--- src/rtl/coms_frame_rx.sv ---
`default_nettype none
// ============================================================================
// Module   : coms_frame_rx
// Purpose  : Hunts a 32-bit sync word in a UART byte stream, collects a fixed
//            frame, checks its CRC16 (0x8005) and publishes the payload.
// Revision : 1.0 - initial release
// ============================================================================
module coms_frame_rx #(
  parameter int          FRAME_LENGTH = 20,
  parameter logic [31:0] MAGICNUMBER  = 32'hDABBAD00,
  parameter int          TIMEOUT      = 50000
) (
  input  logic                          CLK,
  input  logic                          RST,
  input  logic                          rx_data_ready,
  input  logic [7:0]                    rx_data,
  output logic [8*(FRAME_LENGTH-6)-1:0] payload,
  output logic                          frame_valid,
  output logic                          crc_error,
  output logic                          busy,
  output logic [15:0]                   frame_count,
  output logic [15:0]                   error_count
);

  localparam int PLEN = FRAME_LENGTH - 6;
  localparam int IW   = $clog2(FRAME_LENGTH);
  localparam int TW   = $clog2(TIMEOUT + 1);

  localparam logic [IW-1:0] LAST_IDX   = IW'(FRAME_LENGTH - 1);
  localparam logic [IW-1:0] CRC_START  = IW'(FRAME_LENGTH - 3);
  localparam logic [IW-1:0] FIRST_DATA = IW'(4);
  localparam logic [TW-1:0] IDLE_LIMIT = TW'(TIMEOUT - 1);

  typedef enum logic [1:0] {
    HUNT    = 2'd0,
    COLLECT = 2'd1,
    CHECK   = 2'd2,
    COMPARE = 2'd3
  } state_t;

  state_t              state_q, state_d;
  logic [31:0]         window_q, window_d;
  logic [7:0]          frame_q [FRAME_LENGTH];
  logic [7:0]          frame_d [FRAME_LENGTH];
  logic [IW-1:0]       idx_q, idx_d;
  logic [15:0]         crc_q, crc_d;
  logic [TW-1:0]       idle_q, idle_d;
  logic [8*PLEN-1:0]   payload_q, payload_d;
  logic                fv_q, fv_d;
  logic                ce_q, ce_d;
  logic [15:0]         fc_q, fc_d;
  logic [15:0]         ec_q, ec_d;

  // One byte through the non-reflected 0x8005 shift register, MSB first.
  function automatic logic [15:0] crc_byte(input logic [15:0] c, input logic [7:0] b);
    logic [15:0] r;
    logic        fb;
    r = c;
    for (int i = 7; i >= 0; i--) begin
      fb = r[15] ^ b[i];
      r  = {r[14:0], 1'b0} ^ (fb ? 16'h8005 : 16'h0000);
    end
    return r;
  endfunction

  always_comb begin
    state_d   = state_q;
    window_d  = rx_data_ready ? {window_q[23:0], rx_data} : window_q;
    frame_d   = frame_q;
    idx_d     = idx_q;
    crc_d     = crc_q;
    idle_d    = '0;
    payload_d = payload_q;
    fv_d      = 1'b0;
    ce_d      = 1'b0;
    fc_d      = fc_q;
    ec_d      = ec_q;

    case (state_q)
      HUNT: begin
        idx_d = '0;
        if (rx_data_ready && (window_d == MAGICNUMBER)) begin
          frame_d[0] = window_d[31:24];
          frame_d[1] = window_d[23:16];
          frame_d[2] = window_d[15:8];
          frame_d[3] = window_d[7:0];
          idx_d      = FIRST_DATA;
          state_d    = COLLECT;
        end
      end

      COLLECT: begin
        if (rx_data_ready) begin
          frame_d[idx_q] = rx_data;
          idx_d          = idx_q + 1'b1;
          if (idx_q == LAST_IDX) begin
            idx_d   = CRC_START;
            crc_d   = 16'hFFFF;
            state_d = CHECK;
          end
        end else if (idle_q == IDLE_LIMIT) begin
          if (ec_q != 16'hFFFF) ec_d = ec_q + 16'd1;
          idx_d   = '0;
          state_d = HUNT;
        end else begin
          idle_d = idle_q + 1'b1;
        end
      end

      CHECK: begin
        crc_d = crc_byte(crc_q, frame_q[idx_q]);
        if (idx_q == '0) state_d = COMPARE;
        else             idx_d   = idx_q - 1'b1;
      end

      COMPARE: begin
        // The two trailing bytes carry the CRC high byte first.
        if (crc_q == {frame_q[LAST_IDX-1'b1], frame_q[LAST_IDX]}) begin
          for (int k = 0; k < PLEN; k++) payload_d[8*k +: 8] = frame_q[4+k];
          fv_d = 1'b1;
          if (fc_q != 16'hFFFF) fc_d = fc_q + 16'd1;
        end else begin
          ce_d = 1'b1;
          if (ec_q != 16'hFFFF) ec_d = ec_q + 16'd1;
        end
        idx_d   = '0;
        state_d = HUNT;
      end

      default: state_d = HUNT;
    endcase
  end

  always_ff @(posedge CLK or posedge RST) begin
    if (RST) begin
      state_q   <= HUNT;
      window_q  <= '0;
      for (int i = 0; i < FRAME_LENGTH; i++) frame_q[i] <= '0;
      idx_q     <= '0;
      crc_q     <= 16'hFFFF;
      idle_q    <= '0;
      payload_q <= '0;
      fv_q      <= 1'b0;
      ce_q      <= 1'b0;
      fc_q      <= '0;
      ec_q      <= '0;
    end else begin
      state_q   <= state_d;
      window_q  <= window_d;
      frame_q   <= frame_d;
      idx_q     <= idx_d;
      crc_q     <= crc_d;
      idle_q    <= idle_d;
      payload_q <= payload_d;
      fv_q      <= fv_d;
      ce_q      <= ce_d;
      fc_q      <= fc_d;
      ec_q      <= ec_d;
    end
  end

  // COMPARE counts as busy so that busy drops together with the result pulse.
  assign busy        = (state_q != HUNT);
  assign payload     = payload_q;
  assign frame_valid = fv_q;
  assign crc_error   = ce_q;
  assign frame_count = fc_q;
  assign error_count = ec_q;

endmodule
`default_nettype wire

--- config.mk ---
export PLATFORM = sky130hd
export DESIGN_NAME = coms_frame_rx
export DESIGN_NICKNAME = d
export VERILOG_FILES = /design/src/rtl/coms_frame_rx.sv
export SDC_FILE = /design/constraint.sdc
export NUM_CORES = 1
export LEC_CHECK = 0
export CAP_MARGIN = 20
export CELL_PAD_IN_SITES_DETAIL_PLACEMENT = 0
export CELL_PAD_IN_SITES_GLOBAL_PLACEMENT = 1
export CORE_MARGIN = 10
export CORE_UTILIZATION = 43
export DETAILED_ROUTE_END_ITERATION = 6
export GPL_TIMING_DRIVEN = 0
export PLACE_DENSITY = 0.82
export SETUP_SLACK_MARGIN = 0.02
export SLEW_MARGIN = 15
export SYNTH_ARGS = -nofsm -noshare
export SYNTH_HDL_FRONTEND = slang
export SYNTH_SLANG_ARGS = --single-unit
--- constraint.sdc ---
create_clock -name CLK -period 14.37 [get_ports CLK]
set_clock_uncertainty 0.2 [all_clocks]
set_input_delay 3.5925 -clock CLK [delete_from_list [all_inputs] [get_ports CLK]]
set_output_delay 3.5925 -clock CLK [all_outputs]
set_load 0.01 [all_outputs]
==> results of run 1 <==
## power by group
part / leakage (nW) / internal, mW / switching, mW / total, mW
Combinational: 3.54 / 0.0252 / 0.0514 / 0.0766
Sequential: 5.10 / 1.07 / 0.00901 / 1.08
Clock: 0.754 / 0.735 / 0.453 / 1.19
Total: 9.40 / 1.83 / 0.513 / 2.34
## worst max path at each step
| stage | start | slack (ps) | to |
|---|---|---|---|
| floorplan | RST | 190 | async pin |
| global placement | RST | -4270 | frame_count[5] |
| detailed placement | rx_data_ready | 6500 | frame_q[130] |
| CTS | rx_data_ready | 7070 | frame_q[130] |
| global route | rx_data_ready | 6730 | frame_q[151] |
| finish | rx_data_ready | 7050 | frame_q[145] |
## Yosys cell counts, types with 6 or more instances
master and count:
o22a_1 6, xor2_1 23, nand2_1 97, nor2_1 65
dfstp_2 16, nor3_1 22, dfrtp_1 359, clkbuf_1 58
nand3_1 24, ha_1 8, a22o_1 11, or3_1 7
inv_1 19, nand4_1 12, o2bb2ai_1 10, mux2i_1 22
nand2b_1 8, buf_2 8, a21oi_1 23, xnor2_1 49
and3_1 14, o21ai_0 20, mux2_2 276, mux4_2 32
o22ai_1 6, o221ai_1 6
## critical path, delay by kind of cell
kind	cells	cell delay (ps)
multiplexers	2	870
AND/OR/NAND/NOR	2	460
AO/OA/AOI/OAI	2	920
buffers and inverters	4	1710
## flip-flops by register name, indices dropped and copies added (netlist names), named ones only
signal / count
state_q: 1
payload: 112
crc_q: 16
crc_error: 1
frame_valid: 1
window_q: 30
frame_q: 160
idx_q: 5
error_count: 16
idle_q: 16
frame_count: 16
## cells by family (layout without fill, tap and decap cells)
family / count (synthesis) / after routing
adders and majority gates: 8 / 8
xor gates and xnor gates: 76 / 76
buffers and inverters: 93 / 326
and+or+nand+nor: 279 / 279
AOI/OAI and AO/OA: 129 / 129
DFF: 375 / 375
muxes: 330 / 330
## final cells by class
class	instances	area, um2
plain buffers	72	295
clock buffers	54	1200
clock inverters	21	343
fillers	3291	18000
inverters	21	86.3
multi-input cells	822	7120
flip-flops and latches	375	9400
well taps	518	648
repair buffers	158	1630
## routing by layer
layer | up-vias | GRT usage | routed length, um
li1 | 5059 | - | -
met1 | 5901 | 0.263 | 20600
met2 | 352 | 0.323 | 22900
met3 | 93 | 0.0481 | 3110
met4 | 0 | 0.0798 | 1810
met5 | - | 0 | 0
## stage by stage
| step | setup WS, ps | cells | utilization | cell area [um2] | total power, mW |
|---|---|---|---|---|---|
| finish | 7050 | 2041 | 0.535 | 20700 | 2.34 |
| detailed placement | 6500 | 1966 | 0.495 | 19200 | 1.18 |
| floorplan | 188 | 1290 | - | 16900 | 1.14 |
| CTS | 7070 | 2041 | 0.535 | 20700 | 2.36 |
| global route | 6730 | 2041 | 0.535 | 20700 | 2.41 |
| global placement | -4270 | 1963 | 0.493 | 19100 | 1.17 |
==> results_dict.tcl, run 1 <==
set metrics [dict create \
    area_growth_pct 22.7 \
    root_buffer "clkbuf_16" \
    yosysWarnings 0 \
    cp-start-kind "input port" \
    grt_setup_unrepaired "no" \
    min_from "idle_q[0]" \
    num_antenna_cells 0 \
    period_share 0.510 \
    cts_max_level 2 \
    synth_top_family_by_area "multiplexers" \
    avgRoutedWirePerCell_um 23.7 \
    gp_congestion 0.959 \
    regToRegSetupSlack_ps 9950 \
    drive_gt1_frac 0.276 \
    grt_usage 0.203 \
    postCtsSetupBuffers 0 \
    hold_path_depth 1 \
    grt_start_max_net_pins 117 \
    drc 0 \
    wirelength_um 48400 \
    async_flop_share 1.00 \
    hold_violations 0 \
    r2r-start "idx_q[1]" \
    grt.overflow.total 0 \
    min_path_type "register to register" \
    dp_hpwl_um 34600 \
    yosysSeqAreaShare 0.557 \
    fin_nets 1510 \
    vias 11400 \
    timing.fmax_mhz 137 \
    grt_pass1_wl_um 74900 \
    syn_inst 1290 \
    final.setup.tns_ps 0 \
    ctsHoldBuffers 0 \
    crit_top_cell "clkbuf_1" \
    start_util 0.436 \
    drtIter0Drc 930 \
    numCtsBuffers 41 \
    report.final.slew_viol_count 0 \
    antenna_found_initial 0 \
    synth_top_area_share 0.532 \
    regToRegEndpoint "crc_q[15]" \
    hold_end "idle_q[0]" \
    yosys-top-cells-area "dfrtp_1 (53%), mux2_2 (18%), mux4_2 (4.3%)" \
    ctsResizeCount 0 \
    synthSimpleGateAreaFrac 0.0781 \
    slowest_stage "a21oi_1" \
    antenna_left 0 \
    core-area_um2 38700 \
    power_density_nw_per_um2 113 \
    setup.worst_path.class "input port to register" \
    rows 72 \
    die_x_um 218 \
    synth_area_per_cell_um2 13.1 \
    synth-xor-area-share 0.0427 \
    slowest_delay_ps 750 \
    yosysTopAreaCell "dfrtp_1" \
    clk_latency_ps 560 \
    ys_types 65 \
    status "completed" \
    synth-main-ff-cell "dfrtp_1" \
    drv_cap 0 \
    numClockSinks 375 \
    ys_ff_latch 375 \
    cts_tree "yes" \
    period_needed_ps 7320 \
    synthesis.area_um2 16900 \
    required_ps 14600 \
    synth_compound_area_frac 0.0547 \
    muxShareOfSynthArea 0.240 \
    slew_headroom 0.269 \
    setup.worst_path.end_class "register" \
    reg2reg_depth 11 \
    syn-num-nets 1309 \
    cp_data_arrival_time_ps 7550 \
    fp.dieH_um 218 \
    critical_path.cell_chain "clkdlybuf4s50_1 > clkbuf_1 > clkbuf_1 > mux2i_1 > nand2_1 > nor4_1 > a21oi_1 > clkbuf_1 > a21oi_1 > mux2_2" \
    clkTransAtPathRegs_ps 60 \
    synthAdderAreaFrac 0.00593 \
    synth_edf_count 0 \
    worstPathMaxFanout 10 \
    ioPinCount 158 \
    worst_pin_slew_ps 1090 \
    viasPerCell 5.59 \
    first_global_vias 12000 \
    timing.hold.ws_ps 266 \
    dieArea_um2 47600 \
    mostFrequentLayoutCells "dfrtp_1 (359), mux2_2 (276), clkdlybuf4s50_1 (155)" \
    p_leak_nw 9.40 \
    finalSetupViolations 0 \
    io_buffers 155 \
    drt_pass1_iterations 7 \
    clk_path_buf_depth 3 \
    ir_drop_mv 0.0856 \
    layout_commonest_cell "dfrtp_1" \
]
No activity file was read; power rests on OpenSTA's default activity.
==> run 2, diff against run 1 <==
--- a/config.mk
+++ b/config.mk
@@ -9,10 +9,10 @@
 export CELL_PAD_IN_SITES_DETAIL_PLACEMENT = 0
 export CELL_PAD_IN_SITES_GLOBAL_PLACEMENT = 1
 export CORE_MARGIN = 10
-export CORE_UTILIZATION = 43
+export CORE_UTILIZATION = 47
 export DETAILED_ROUTE_END_ITERATION = 6
 export GPL_TIMING_DRIVEN = 0
-export PLACE_DENSITY = 0.82
+export PLACE_DENSITY = 0.84
 export SETUP_SLACK_MARGIN = 0.02
 export SLEW_MARGIN = 15
 export SYNTH_ARGS = -nofsm -noshare
==> constraint.sdc (replaced) <==
create_clock -name CLK -period 7 [get_ports CLK]
set_clock_uncertainty 0.2 [all_clocks]
set_input_delay 1.75 -clock CLK [delete_from_list [all_inputs] [get_ports CLK]]
set_output_delay 1.75 -clock CLK [all_outputs]
set_load 0.01 [all_outputs]
==> run 2 against run 1 <==
- setup slack got worse by 5600 ps
- sequential share of layout area is 0.14 points higher
- final cell count shrank 2.4%
- sequential power is 110% higher
- worst hold slack worse by 0.67 ps
- routed wire length down 1.3%
- critical path depth is 1 higher
- highest routed layer unchanged
==> results_dict.tcl, run 2 (same netlist as run 1, synthesis figures left out) <==
set metrics [dict create \
    grt_start_max_net_pins 39 \
    drtIter0Drc 870 \
    io_buffers 155 \
    numCtsBuffers 41 \
    setup.worst_path.class "input port to register" \
    drive_gt1_frac 0.272 \
    area_growth_pct 22.3 \
    fp.dieH_um 210 \
    slew_headroom 0.226 \
    start_util 0.476 \
    ctsResizeCount 0 \
    power_density_nw_per_um2 225 \
    dp_hpwl_um 34700 \
    filler_cell_count 2841 \
    largest-register "frame_q" \
    drc 0 \
    wirelength_um 47800 \
    drt_pass1_iterations 5 \
    clkTransAtPathRegs_ps 60 \
    reg2reg_depth 13 \
    largest_reg_flops 160 \
    antenna_found_initial 0 \
    period_needed_ps 5540 \
    hold_path_depth 1 \
    dieArea_um2 43900 \
    mostFrequentLayoutCells "dfrtp_1 (359), mux2_2 (276), clkdlybuf4s50_1 (155)" \
    worstPathMaxFanout 10 \
    regToRegSetupSlack_ps 2480 \
    viasPerCell 5.72 \
    min_from "idle_q[0]" \
    ir_drop_mv 0.290 \
    postCtsSetupBuffers 0 \
    cp_data_arrival_time_ps 5770 \
    period_share 0.792 \
    required_ps 7230 \
    first_global_vias 12200 \
    die_x_um 210 \
    avgRoutedWirePerCell_um 24.0 \
    worst_pin_slew_ps 1160 \
    gp_congestion 0.953 \
    fin_nets 1518 \
    min_path_type "register to register" \
    num_antenna_cells 0 \
    drv_cap 0 \
    status "completed" \
    total_power_mw 4.64 \
    p_leak_nw 9.40 \
    layout_commonest_cell "dfrtp_1" \
    regToRegEndpoint "crc_q[15]" \
    finalSetupViolations 0 \
    antenna_left 0 \
    ctsHoldBuffers 0 \
    hold_end "idle_q[0]" \
    cts_tree "yes" \
    rows 69 \
    root_buffer "clkbuf_16" \
    timing.fmax_mhz 180 \
    clk_latency_ps 550 \
    grt.overflow.total 0 \
    report.final.slew_viol_count 0 \
    hold_violations 0 \
    cts_max_level 2 \
    grt_setup_unrepaired "no" \
    grt_usage 0.216 \
    timing.hold.ws_ps 265 \
    core-area_um2 35500 \
    ioPinCount 158 \
    numClockSinks 375 \
    setup.worst_path.end_class "register" \
    cp-start-kind "input port" \
    grt_pass1_wl_um 74600 \
    clk_path_buf_depth 3 \
    r2r-start "idx_q[1]" \
    vias 11400 \
]
==> run 2: cell count changes in the layout (fill, tap and decap cells not counted), sizes merged <==
cell,delta
clkinvlp,-2
clkbuf,+9
bufinv,-3
clkinv,-2
inv,-2
buf,+8
==> run 2: area by class of cell <==
class | instances | area [um2] | area share
sequential | 375 | 9400 | 0.455
multi-input combinational | 822 | 7120 | 0.344
timing repair buffer | 166 | 1770 | 0.0858
clock buffer | 63 | 1200 | 0.0581
tap | 461 | 577 | 0.0279
buffer | 72 | 295 | 0.0143
clock inverter | 12 | 211 | 0.0102
inverter | 21 | 82.6 | 0.00400
==> run 2: metrics by stage <==
stage | utilization | setup WS [ps] | setup TNS, ps | cells | cell area, um2
4_1_cts | 0.582 | 1470 | 0 | 1992 | 20700
5_1_grt | 0.582 | 1220 | 0 | 1992 | 20700
6_report | 0.582 | 1460 | 0 | 1992 | 20700
3_3_place_gp | 0.536 | -2410 | -857190 | 1906 | 19000
2_1_floorplan | - | 27.0 | 0 | 1290 | 16900
3_5_place_dp | 0.542 | 947 | 0 | 1917 | 19200
==> run 2: layer usage <==
metal  global-route usage  vias to the layer above  wire length (um)
li1                     -                     5052                 -
met1                0.286                     5943             20700
met2                0.348                      318             22900
met3               0.0475                       87              2970
met4               0.0650                        0              1230
met5                    0                        -                 0
==> run 2: power breakdown <==
part	leakage [nW]	switching, mW	internal (mW)
sequential	5.10	0.0194	2.20
combinational	3.60	0.108	0.0594
clock	0.691	0.886	1.37
==> run 2: worst max-delay path by stage <==
stage / to / start / slack [ps] / depth (start not counted)
2_1_floorplan: async pin / RST / 30 / 1
3_3_place_gp: payload[98] / RST / -2410 / 2
3_5_place_dp: frame_q[131] / rx_data_ready / 950 / 10
4_1_cts: frame_q[129] / rx_data_ready / 1470 / 11
5_1_grt: frame_q[145] / rx_data_ready / 1220 / 10
6_report: frame_q[145] / rx_data_ready / 1460 / 11
==> run 2: worst max-delay path, cell delays in order <==
cell	delay, ps
clkdlybuf4s50_1	480
clkbuf_1	520
mux2i_1	340
inv_1	110
nor4_1	480
nand4_1	170
nor4_1	300
a21oi_1	180
clkbuf_1	280
a21oi_1	750
mux2_2	410
